## config.mk

```make
export PLATFORM = sky130hd
export DESIGN_NAME = icache_refill
export DESIGN_NICKNAME = d
export VERILOG_FILES = /design/src/rtl/icache_refill.sv
export SDC_FILE = /design/constraint.sdc
export NUM_CORES = 1
export LEC_CHECK = 0
export CAP_MARGIN = 20
export CORE_MARGIN = 1.5
export CORE_UTILIZATION = 49
export DETAILED_ROUTE_END_ITERATION = 6
export PLACE_DENSITY = 0.8
export SLEW_MARGIN = 20
export SYNTH_ARGS = -nofsm -noshare
export SYNTH_HDL_FRONTEND = slang
export SYNTH_SLANG_ARGS = --single-unit
```

## constraint.sdc

```tcl
create_clock -name clkIn -period 2.6 [get_ports clkIn]
set_input_delay 0.26 -clock clkIn [delete_from_list [all_inputs] [get_ports clkIn]]
set_output_delay 0.26 -clock clkIn [all_outputs]
set_load 0.005 [all_outputs]
```

## src/rtl/icache_refill.sv

```systemverilog
// Instruction-cache line refill engine: fetches one aligned line from a byte-wide
// RAM port, assembles it little-endian and presents it to the cache as a 1-cycle pulse.
module icache_refill #(
    parameter int BLOCK_WIDTH = 4,
    parameter int BLOCK_SIZE  = 2 ** BLOCK_WIDTH
) (
    input  logic                        clkIn,
    input  logic                        resetIn,
    input  logic                        reqValid,
    input  logic [31:0]                 reqAddr,
    input  logic                        ramGrant,
    input  logic [7:0]                  ramDataIn,
    output logic [31:0]                 ramAddr,
    output logic                        ramReadEn,
    output logic                        busy,
    output logic                        memDataValid,
    output logic [31-BLOCK_WIDTH:0]     memAddr,
    output logic [BLOCK_SIZE*8-1:0]     memDataOut
);

    localparam int LINE_W = 32 - BLOCK_WIDTH;
    localparam logic [BLOCK_WIDTH:0] SIZE_C = BLOCK_SIZE[BLOCK_WIDTH:0];
    localparam logic [BLOCK_WIDTH:0] LAST_C = SIZE_C - 1'b1;

    typedef enum logic [1:0] {IDLE, FETCH, DONE} state_t;

    state_t                    state_q, state_d;
    logic [LINE_W-1:0]         line_q, line_d;
    logic [LINE_W-1:0]         mem_addr_q, mem_addr_d;
    logic [BLOCK_WIDTH:0]      issue_cnt_q, issue_cnt_d;
    logic [BLOCK_WIDTH:0]      recv_cnt_q, recv_cnt_d;
    logic                      rd_en_q, rd_en_d;
    logic [31:0]               addr_q, addr_d;
    logic [BLOCK_SIZE*8-1:0]   line_buf_q, line_buf_d;

    // Offset bits of the request are irrelevant: refills are always line-aligned.
    logic unused_offset;
    assign unused_offset = ^reqAddr[BLOCK_WIDTH-1:0];

    always_comb begin
        state_d      = state_q;
        line_d       = line_q;
        mem_addr_d   = mem_addr_q;
        issue_cnt_d  = issue_cnt_q;
        recv_cnt_d   = recv_cnt_q;
        line_buf_d   = line_buf_q;
        ramAddr      = addr_q;
        ramReadEn    = 1'b0;
        busy         = (state_q != IDLE);
        memDataValid = (state_q == DONE);

        case (state_q)
            IDLE: begin
                if (reqValid) begin
                    line_d      = reqAddr[31:BLOCK_WIDTH];
                    issue_cnt_d = '0;
                    recv_cnt_d  = '0;
                    state_d     = FETCH;
                end
            end
            FETCH: begin
                if (ramGrant && (issue_cnt_q < SIZE_C)) begin
                    ramReadEn   = 1'b1;
                    ramAddr     = {line_q, issue_cnt_q[BLOCK_WIDTH-1:0]};
                    issue_cnt_d = issue_cnt_q + 1'b1;
                end
                // RAM data arrives one cycle after its address; capture ignores grant.
                if (rd_en_q) begin
                    line_buf_d[{recv_cnt_q[BLOCK_WIDTH-1:0], 3'b000} +: 8] = ramDataIn;
                    recv_cnt_d = recv_cnt_q + 1'b1;
                    if (recv_cnt_q == LAST_C) begin
                        state_d    = DONE;
                        mem_addr_d = line_q;
                    end
                end
            end
            DONE:    state_d = IDLE;
            default: state_d = IDLE;
        endcase

        rd_en_d = ramReadEn;
        addr_d  = ramAddr;
    end

    always_ff @(posedge clkIn) begin
        if (resetIn) begin
            state_q     <= IDLE;
            line_q      <= '0;
            mem_addr_q  <= '0;
            issue_cnt_q <= '0;
            recv_cnt_q  <= '0;
            rd_en_q     <= 1'b0;
            addr_q      <= '0;
            line_buf_q  <= '0;
        end else begin
            state_q     <= state_d;
            line_q      <= line_d;
            mem_addr_q  <= mem_addr_d;
            issue_cnt_q <= issue_cnt_d;
            recv_cnt_q  <= recv_cnt_d;
            rd_en_q     <= rd_en_d;
            addr_q      <= addr_d;
            line_buf_q  <= line_buf_d;
        end
    end

    assign memAddr    = mem_addr_q;
    assign memDataOut = line_buf_q;

endmodule
```

# Yosys cells after proc, flatten, opt, wreduce, memory -nomap -nowiden
# Index checks and enable logic that the tools add are counted.
op_classes:
  add_sub_neg: 3
  mul: 0
  div: 0
  magnitude_cmp: 1
  eq_ne: 7
  n_shift: 2
  mux: 14
  bitwise_logic: 0
  reduce_logical: 10
op_table:
  columns: ["operator", "count"]
  rows:
  - ["bitwise mux 128 bit", 1]
  - ["variable shift 8 x 9 -> 128 bit, first input constant", 1]
  - ["indexed part select 8 x 9 -> 128 bit", 1]
  - ["2-to-1 mux 32 bit", 2]
  - ["case mux 5 bit (2 select lines)", 2]
  - ["2-to-1 mux 5 bit", 3]
  - ["AND reduction 3 bit", 4]
  - ["adder 5 x 1 -> 5 bit, second input constant", 2]
  - ["negator 7 -> 9 bit", 1]
  - ["!= test 2 bit, second input constant", 4]
  - ["2-to-1 mux 2 bit", 3]
  - ["== test 5 x 4 -> 1 bit, second input constant", 1]
  - ["less-than comparator 5 bit, second input constant", 1]
  - ["case mux 2 bit (2 select lines)", 1]
  - ["AND reduction 2 bit", 2]
  - ["nonzero test 2 bit", 2]
  - ["== test 2 x 1 -> 1 bit, second input constant", 1]
  - ["== test 2 bit, second input constant", 1]
  - ["zero test 2 bit", 1]
  - ["2-to-1 mux 1 bit", 2]
  - ["logical AND 1 bit", 1]
totals:
  reg_bits: 229
  latchBits: 0
  ram_bits: 0
  rom_bits: 0
  in_bits: 44
  mem_count: 0

# Depth between registers and ports, before layout
# Gate-level depths: netlist of the first run.
logic_depth:
  depth_word: 4
  mapped_depth: 9
  depth_no_buf: 6

# Worst setup path before layout of the first run
# OpenSTA, ideal clock, no wires.
synth_path:
  path_type: "reg-to-reg"
  start: "reg recv_cnt_q[0]"
  end: "reg line_buf_q[100], in the netlist memDataOut[100]"
  setup_ps: 125
  t_arrival_ps: 2083
  setup_slack_ps: 391
  stages_incl_launch_ff: 9
  synth_period_minus_slack_ps: 2209
  path_cell_list: "dfxtp_1 buf_2 inv_1 ha_1 clkbuf_1 or2_2 o21ai_2 nand3_2 mux2i_1"
synth_via:
  elab_chain_cells: 3
  word_cells_on_any_way: 4
  classes_between: "1 x add/sub; 2 x shift; 1 x mux"
synth_lines:
  columns: ["item", "line_no", "text"]
  rows:
  - ["from (decl)", "31", "logic [BLOCK_WIDTH:0] recv_cnt_q, recv_cnt_d;"]
  - ["from (signal assigned)", "100", "recv_cnt_q <= recv_cnt_d;"]
  - ["negator 7 -> 9 bit *", "69", "line_buf_d[{recv_cnt_q[BLOCK_WIDTH-1:0], 3'b000} +: 8] = ramDataIn;"]
  - ["indexed part select 8 x 9 -> 128 bit or variable shift 8 x 9 -> 128 bit (tied branches)", "69", null]
  - ["bitwise mux 128 bit *", "69", null]
  - ["to (signal assigned)", "103", "line_buf_q <= line_buf_d;"]
  - ["to (decl)", "34", "logic [BLOCK_SIZE*8-1:0] line_buf_q, line_buf_d;"]
# Every way passes the cells marked *; elsewhere a longest branch is shown, timed or not.
# A chain may end at the register's enable or synchronous reset.

# Worst setup path after layout of the first run
layout_path:
  start: "reg state_q[0]"
  end: "out ramAddr[21]"
layout_via:
  elab_chain_cells: 2
layout_lines:
  columns: ["item", "line_no", "text"]
  rows:
  - ["from (decl)", "27", "state_t state_q, state_d;"]
  - ["from (signal assigned)", "96", "state_q <= state_d;"]
  - ["== test 2 x 1 -> 1 bit", "52", "case (state_q)"]
  - ["2-to-1 mux 32 bit", "52", null]
  - ["to (decl)", "13", "output logic [31:0] ramAddr,"]
# Every way passes these cells.

==> impl_metrics.yaml, run 1 <==
clocking:
  clkSinkCount: 229
  root_buffer: "clkbuf_16"
  cts_buffers: 24
  clockBufferDepth: 3
  cts_tree: "yes"
  cts_setup_buffers: 0
  clock_latency_ns: 0.52
  clk_pin_slew_ns: 0.06
  h-tree-depth: 1
detailed_routing:
  postRouteAntennaNets: 0
  drt-total-wl_um: 23100
  wl_met2_um: 10900
  viasPerCell: 5.10
  vias: 6990
  wl_met3_um: 1660
  drt-met1-wl_um: 9990
  wire_per_inst_um: 16.9
  drt-pass1-iter-count: 7
  drt_iter0_drc: 281
  drc: 0
  top_layer: "met4"
place:
  place.gp.congestion: 0.782
  dp_hpwl_um: 15700
  portBuffers: 230
floorplan:
  rows: 49
  pin_count: 235
  core_area_sq_mm: 0.0180
  die_width_um: 139
  die-area_sq_mm: 0.0192
  start_util_pct: 50.0
  die_h_um: 139
global_route:
  grt_overflow: 0
  grt_pass1_vias: 7023
  antenna_found_initial: 0
  grt_max_degree: 130
  grt_pass1_wl_um: 36900
  track_usage_pct: 23.2
synth:
  synth-main-ff-cell: "dfxtp_1"
  yosys.area.top_type: "dfxtp_1"
  synth.avg_cell_area_sq_um: 9.99
  synth_fp_nets: 953
  yosysMostFrequentCell: "dfxtp_1"
  ys_top_cells_by_count: "dfxtp_1, nand2_1, nand2b_1"
  synth.yosys.warnings: 0
  synth_top_area_share_pct: 50.8
  async_flop_share_pct: 0
  synthTopCellsByArea: "dfxtp_1, mux2i_1, nand2b_1, nand2_1, mux2_2"
  ys_ff_latch: 229
  synth_cell_type_count: 41
  yosysSeqAreaShare_pct: 50.8
  synth_edf_count: 0
  netlist_area_sq_mm: 0.00902
  syn_inst: 903
setup_path:
  crit_type: "reg2out"
  critical_path.cell_chain: "and4bb_4 -> buf_6 -> mux2_2 -> clkdlybuf4s50_1"
  cp_max_fo: 11
  worstPathArrival_ns: 2.24
  critPathMaxStageDelay_ns: 0.48
  critPathCaptureType: "primary output"
  critPathLaunchType: "flop"
  r2r_cells: 6
  crit_buf_inv: 2
  critPathTopFamily: "buffers and inverters"
  r2r-start: "recv_cnt_q[0]"
  cp_slowest_cell: "clkdlybuf4s50_1"
  r2r_slack_ns: 0.44
  r2r-end: "memDataOut[111]"
  required_ns: 2.34
timing:
  relSlewSlack_pct: 52.9
  hold_viol_final: 0
  setup-tns-final_ns: 0
  fmax_mhz: 400
  min_period_over_period_pct: 96.2
  clock_skew_ns: 0.0192
  holdWs_ns: 0.231
  final_max_slew_viol_count: 0
  rsz0062_at_grt: "false"
  worst_pin_slew_ns: 0.706
  setup_viol: 0
  period_minus_slack_ns: 2.50
finish:
  area_growth_pct: 36.7
  diodes: 0
  nNetsFinal: 1173
  layout-drive-gt1-share_pct: 9.82
min_path:
  worstHoldStart: "resetIn"
  hold_path_class: "in2reg"
  hold_end: "memDataOut[5]"
  worstHoldPathCells: 2
power_and_ir_drop:
  seq_power_share_pct: 49.2
  combPwrFrac_pct: 4.7
  ir_drop_v: 0.000583
  power.share.clock_pct: 46.0
  p_sw_w: 0.00157
  leakage_nw: 4.66
  netSwitchingFraction_pct: 21.6
  intPower_w: 0.00569
  power.density_mw_per_mm2: 589
job:
  drv_cap: 0
outcome:
  outcome: "finished clean"
-- final cells by class --
class	count	area [sq um]
clock inverters	10	75.1
multi-input cells	620	4210
clock buffers	34	699
repair buffers	244	2450
inverters	4	15.0
well taps	229	287
flip-flops and latches	229	4590
fillers	1405	5700
-- metal layers --
metal | GRT usage, % | vias up
met5 | 0 | -
met3 | 6.15 | 42
met2 | 38.8 | 202
met4 | 6.85 | 0
met1 | 29.6 | 3312
li1 | - | 3434
-- flip-flops by register name, indices dropped and copies added, names as in the netlist --
name / cells
addr_q: 32
issue_cnt_q: 5
line_q: 28
memAddr: 28
memDataOut: 128
rd_en_q: 1
recv_cnt_q: 5
state_q: 2
-- what timing repair did --
item,in CTS,in global routing
resized for setup,3,4
hold buffers,0,0
setup endpoints to repair,32,32
pin swaps,0,1
-- power groups by stage --
stage | clock, W | sequential (W) | combinational, W
global placement | 0 | 0.00365 | 0.000337
global route | 0.00353 | 0.00358 | 0.000372
finish | 0.00334 | 0.00357 | 0.000344
CTS | 0.00341 | 0.00357 | 0.000344
detailed placement | 0 | 0.00365 | 0.000341
floorplan | 0 | 0.00364 | 0.000192
-- placed cells by master (no fill, tap or decap), types with 3 or more instances in the layout --
cell type | Yosys | routed
clkbuf_1 | 36 | 5
nor2b_1 | 38 | 38
nand3b_1 | 4 | 4
clkinv_2 | 0 | 9
nand3_1 | 5 | 5
nor2_2 | 4 | 4
dfxtp_1 | 229 | 227
nand2b_1 | 131 | 131
buf_4 | 4 | 9
nand3_2 | 4 | 4
clkbuf_8 | 0 | 4
ha_1 | 6 | 6
o21ai_0 | 5 | 5
clkdlybuf4s50_1 | 0 | 229
nand2_1 | 137 | 137
nand4_1 | 3 | 3
nor2_1 | 19 | 19
clkbuf_16 | 0 | 25
a21oi_1 | 62 | 62
mux2_2 | 32 | 32
mux2i_1 | 130 | 130
a21oi_2 | 4 | 4
and3_1 | 3 | 3
buf_6 | 0 | 3
nand3_4 | 4 | 4
inv_1 | 4 | 4
nor3_1 | 6 | 6
-- worst max path at each step --
stage	startpoint	endpoint	slack, ns	cells after the start
5_1_grt	state_q[0]	ramAddr[11]	0.02	4
4_1_cts	state_q[1]	ramAddr[1]	0.007	4
2_1_floorplan	recv_cnt_q[0]	memDataOut[100]	0.39	8
3_5_place_dp	ramGrant	ramAddr[12]	0.27	5
6_report	state_q[0]	ramAddr[21]	0.1	4
3_3_place_gp	ramGrant	ramAddr[7]	0.27	5
-- logic make-up after synthesis --
group,count (synthesis),share of synthesized area (%)
compound gates,79,4.77
xor+xnor,2,0.194
fa+ha+maj,6,0.833
buf+inv,54,2.53
flops,229,50.8
mux,162,18.4
simple gates,371,22.4
-- metrics by stage --
stage                     power [W]  instance area, sq um  utilization (%)  instances  worst slack, ns
after floorplan             0.00383                  9020                -        903            0.391
after global placement      0.00399                 11500             64.0       1326            0.268
after detailed placement    0.00399                 11500             64.0       1326            0.266
after CTS                   0.00733                 12300             68.3       1370          0.00723
after global routing        0.00748                 12300             68.4       1370           0.0219
final                       0.00726                 12300             68.4       1370           0.0993
(Power assumes the default switching activity.)
==> inputs of run 2 (changes only) <==
Settings changed: CORE_UTILIZATION 49 to 44, PLACE_DENSITY 0.8 to 0.76, REMOVE_ABC_BUFFERS set to 1.
Clock period 2.6 ns to 2.1 ns, I/O delays scaled along.
==> run 2 against run 1 <==
  * The flow now finishes with violations (design-rule violations, negative setup slack)
  * Total power grew 25%
  * Non-clock buffer count increased by 38
  * Clock skew is 0.0091 ns lower
  * Die area grew 11%
  * Utilization shrank 3.7 points
  * Cell area grew 5.8%
  * Sequential share of layout area down 2.0 points
  * Global-route usage decreased by 0.72 points
  * Clock power rose by 24%
  * Critical path type unchanged
  * Critical endpoint is now ramAddr[18]
  * Largest cell class unchanged
==> impl_metrics.yaml, run 2 (same netlist as run 1, synthesis figures left out) <==
global_route:
  track_usage_pct: 22.5
  grt_pass1_wl_um: 38900
  antenna_found_initial: 0
  grt_overflow: 0
  grt_pass1_vias: 7172
  grt_max_degree: 85
floorplan:
  core_area_sq_mm: 0.0202
  pin_count: 235
  die_h_um: 146
  die-area_sq_mm: 0.0214
  rows: 52
  die_width_um: 146
  start_util_pct: 44.7
detailed_routing:
  viasPerCell: 5.00
  postRouteAntennaNets: 0
  drt-met1-wl_um: 10700
  drt-total-wl_um: 24800
  vias: 7235
  top_layer: "met4"
  wire_per_inst_um: 17.1
  drt-pass1-iter-count: 7
  wl_met2_um: 11800
  drc: 2
  wl_met3_um: 1490
  drt_iter0_drc: 345
timing:
  relSlewSlack_pct: 46.3
  period_minus_slack_ns: 2.26
  clock_skew_ns: 0.0101
  rsz0062_at_grt: "true"
  fmax_mhz: 443
  worst_pin_slew_ns: 0.797
  setup_ws_ns: -0.158
  hold_viol_final: 0
  min_period_over_period_pct: 108
  final_max_slew_viol_count: 0
  setup_viol: 29
power_and_ir_drop:
  ir_drop_v: 0.000673
  leakage_nw: 5.03
  power.density_mw_per_mm2: 696
finish:
  final_util_pct: 64.7
  most-common-layout-cells: "dfxtp_1, clkdlybuf4s50_1, nand2_1, nand2b_1, mux2i_1"
  layout_commonest_cell: "dfxtp_1"
  nNetsFinal: 1211
  largest_reg_flops: 128
  area_growth_pct: 44.7
  fin_area_sq_mm: 0.0130
  diodes: 0
  layout-drive-gt1-share_pct: 15.4
setup_path:
  cp_max_fo: 5
  crit_type: "reg2out"
  worstPathArrival_ns: 2.05
  required_ns: 1.89
  critPathCaptureType: "primary output"
  critPathLaunchType: "flop"
clocking:
  cts_buffers: 24
  clkSinkCount: 229
  clockBufferDepth: 3
  cts_tree: "yes"
  hold_buffers: 0
  h-tree-depth: 1
  clk_pin_slew_ns: 0.05
  root_buffer: "clkbuf_16"
  clock_latency_ns: 0.50
outcome:
  violations: "design-rule violations, negative setup slack"
  outcome: "finished with violations"
place:
  place.gp.congestion: 0.781
  dpl_cell_area_sq_mm: 0.0117
  dp_hpwl_um: 15800
  portBuffers: 230
job:
  drv_cap: 0
min_path:
  hold_path_class: "in2reg"
==> run 2: power breakdown <==
group          switching [W]  internal (W)  leakage (nW)
sequential         0.0000368       0.00439          1.85
clock                0.00166       0.00247         0.382
combinational       0.000244      0.000283          2.80
==> run 2: routing by layer <==
layer | global-route usage (%) | up-vias
met5 | 0 | -
met4 | 7.42 | 0
met3 | 4.81 | 49
met2 | 37.8 | 222
met1 | 28.8 | 3445
li1 | - | 3519
==> run 2: worst paths after layout <==
| check | startpoint | end | slack [ns] | cells past startpoint |
|---|---|---|---|---|
| max | issue_cnt_q[4] | ramAddr[18] | -0.16 | 6 |
| min | resetIn | recv_cnt_q[4] | 0.14 | 2 |
| max reg2reg | recv_cnt_q[3] | memDataOut[92] | 0.09 | 4 |
| min reg2reg | memAddr[25] | memAddr[25] | 0.45 | 2 |
==> run 2: repair_timing <==
action	4_1_cts	5_1_grt
setup endpoints to repair	49	110
gates resized for setup	206	27
cloned	3	0
pin swaps	1	3
setup buffers	21	4
==> run 2: final cells by class <==
cell class                      instances  area, sq um
Clock inverter                          5         50.0
Timing Repair Buffer                  282         2930
Multi-Input combinational cell        620         4400
Inverter                                4         15.0
Fill cell                            1581         7120
Clock buffer                           37          721
Sequential cell                       229         4590
Tap cell                              270          338
==> run 2: worst max-delay path, stage by stage (launching register included) <==
cell	delay, ns
dfxtp_2	0.32
and4bb_4	0.46
buf_16	0.15
buf_12	0.10
buf_6	0.10
mux2_4	0.30
buf_6	0.12
==> run 2: through the flow <==
step / std cells / setup slack [ns] / TNS [ns] / total power, W / hold WS (ns)
after floorplan: 853 / -0.588 / -16.11 / 0.00469 / 0.279
after global placement: 1380 / -0.105 / -2.97 / 0.00494 / 0.440
after detailed placement: 1380 / -0.131 / -3.63 / 0.00495 / 0.447
after CTS: 1446 / -0.218 / -4.78 / 0.00916 / 0.123
after global routing: 1447 / -0.214 / -4.38 / 0.00940 / 0.171
final: 1447 / -0.158 / -2.79 / 0.00908 / 0.141
==> inputs of run 3 (changes only) <==
Settings changed: CORE_MARGIN 1.5 to 4.
==> run 3 against run 2 <==
  * Combinational power increased by 2%
  * First-iteration DRC count decreased by 34%
  * The flow finishes with violations (negative setup slack)
  * Critical path depth unchanged
  * Routed wire length increased by 0.29%
  * Largest cell class unchanged
  * Utilization unchanged
  * Die area increased by 7.0%
  * Clock power increased by 8.2%
  * Critical endpoint is now ramAddr[1]
  * Register-to-register slack improved by 0.06 ns
  * Critical path type unchanged
  * Total power increased by 3.8%
==> impl_metrics.yaml, run 3 (same netlist as run 1, synthesis figures left out) <==
setup_path:
  critPathMaxStageDelay_ns: 0.35
  critPathCaptureType: "primary output"
  worstPathArrival_ns: 1.97
  cp_num_cells: 6
  r2r_cells: 6
  crit_type: "reg2out"
  required_ns: 1.89
  cp_max_fo: 5
  cp_slowest_cell: "and4bb_4"
  critPathTopFamily: "buffers and inverters"
  critical_path.cell_chain: "and4bb_4 -> buf_8 -> buf_16 -> buf_6 -> mux2_4 -> buf_6"
  crit_buf_inv: 4
  critPathLaunchType: "flop"
  crit_path_frequent_cell: "buf_6"
finish:
  layout_commonest_cell: "dfxtp_1"
  most-common-layout-cells: "dfxtp_1, clkdlybuf4s50_1, nand2_1, nand2b_1, mux2i_1"
  stdcell_count: 1441
  nNetsFinal: 1203
  largest_reg_flops: 128
  fin_area_sq_mm: 0.0130
  layout-drive-gt1-share_pct: 15.0
  area_growth_pct: 44.7
  final_util_pct: 64.7
power_and_ir_drop:
  p_total_w: 0.00943
  leakage_nw: 5.03
  power.density_mw_per_mm2: 723
  p_sw_w: 0.00200
  ir_drop_v: 0.000609
  power.share.clock_pct: 47.4
  netSwitchingFraction_pct: 21.2
  intPower_w: 0.00744
  combPwrFrac_pct: 5.7
  seq_power_share_pct: 46.9
job:
  drv_cap: 0
floorplan:
  rows: 52
  pin_count: 235
  die_h_um: 151
  die-area_sq_mm: 0.0228
  die_width_um: 151
  core_area_sq_mm: 0.0202
  start_util_pct: 44.7
detailed_routing:
  wire_per_inst_um: 17.2
  drt-pass1-iter-count: 4
  drc: 0
  viasPerCell: 4.93
  postRouteAntennaNets: 0
  vias: 7109
  drt_iter0_drc: 227
  drt-total-wl_um: 24800
min_path:
  hold_path_class: "in2reg"
  worstHoldPathCells: 2
timing:
  setup_ws_ns: -0.0793
  final_max_slew_viol_count: 0
  hold_viol_final: 0
  relSlewSlack_pct: 55.8
  clock_skew_ns: 0.0128
  min_period_over_period_pct: 104
  period_minus_slack_ns: 2.18
  fmax_mhz: 459
  rsz0062_at_grt: "true"
  worst_pin_slew_ns: 0.656
  setup_viol: 26
place:
  dp.cells: 1381
  portBuffers: 230
  dp_hpwl_um: 16200
  dpl_cell_area_sq_mm: 0.0117
  place.gp.congestion: 0.805
  place_ws_ns: -0.132
outcome:
  outcome: "finished with violations"
  violations: "negative setup slack"
global_route:
  busiest_layer: "met2"
  gr-usage-met2_pct: 34.7
  grt_pass1_wl_um: 38900
  grt_max_degree: 65
  grtUsageMet3_pct: 6.25
  grt_overflow: 0
  antenna_found_initial: 0
  track_usage_pct: 21.3
  grt_pass1_vias: 7172
  use_met1_pct: 27.3
clocking:
  clockBufferDepth: 3
  cts_tree: "yes"
  clock_latency_ns: 0.51
  root_buffer: "clkbuf_16"
  clkSinkCount: 229
  h-tree-depth: 1
  clk_pin_slew_ns: 0.06
  hold_buffers: 0
  cts_buffers: 24
-- run 3: cell types whose count changed in the layout (fill, tap and decap cells not counted), sizes merged --
cell    change
clkbuf      +1
bufinv      +2
buf         -9
diode       +1
inv         +1
clkinv      -2
-- run 3: stage by stage --
step / setup TNS [ns] / hold WS [ns]
after floorplan: -16.11 / 0.279
after global placement: -3.07 / 0.439
after detailed placement: -3.67 / 0.446
after CTS: -3.35 / 0.0758
after global routing: -2.20 / 0.102
final: -0.769 / 0.0905
-- run 3: routing by layer --
layer  up-vias  share of wire, %
li1       3498                 -
met1      3347                42
met2       220                47
met3        44               8.5
met4         0               2.2
met5         -                 0
-- run 3: cell type report --
class	count	area, sq um
well taps	270	338
flip-flops and latches	229	4590
multi-input cells	620	4380
repair buffers	274	2870
clock inverters	6	109
diodes	1	2.50
fillers	1557	7120
clock buffers	37	731
inverters	4	15.0
-- run 3: power by group through the flow --
stage | logic (W) | registers [W] | clock network (W)
CTS | 0.000554 | 0.00442 | 0.00454
detailed placement | 0.000450 | 0.00452 | 0
finish | 0.000535 | 0.00442 | 0.00447
global route | 0.000575 | 0.00443 | 0.00472
floorplan | 0.000178 | 0.00451 | 0
global placement | 0.000444 | 0.00452 | 0
-- run 3: final timing paths --
check,to,from,slack [ns]
hold / removal,recv_cnt_q[4],resetIn,0.09
setup reg to reg,memDataOut[102],recv_cnt_q[0],0.15
hold reg to reg,memAddr[8],memAddr[8],0.45
setup / recovery,ramAddr[1],issue_cnt_q[4],-0.08
-- run 3: timing repair --
item                       in CTS  in global routing
pin swaps                       1                  1
cloned                          5                  0
setup buffers                  15                  0
gates resized for setup       205                 14
setup endpoints to repair      33                109
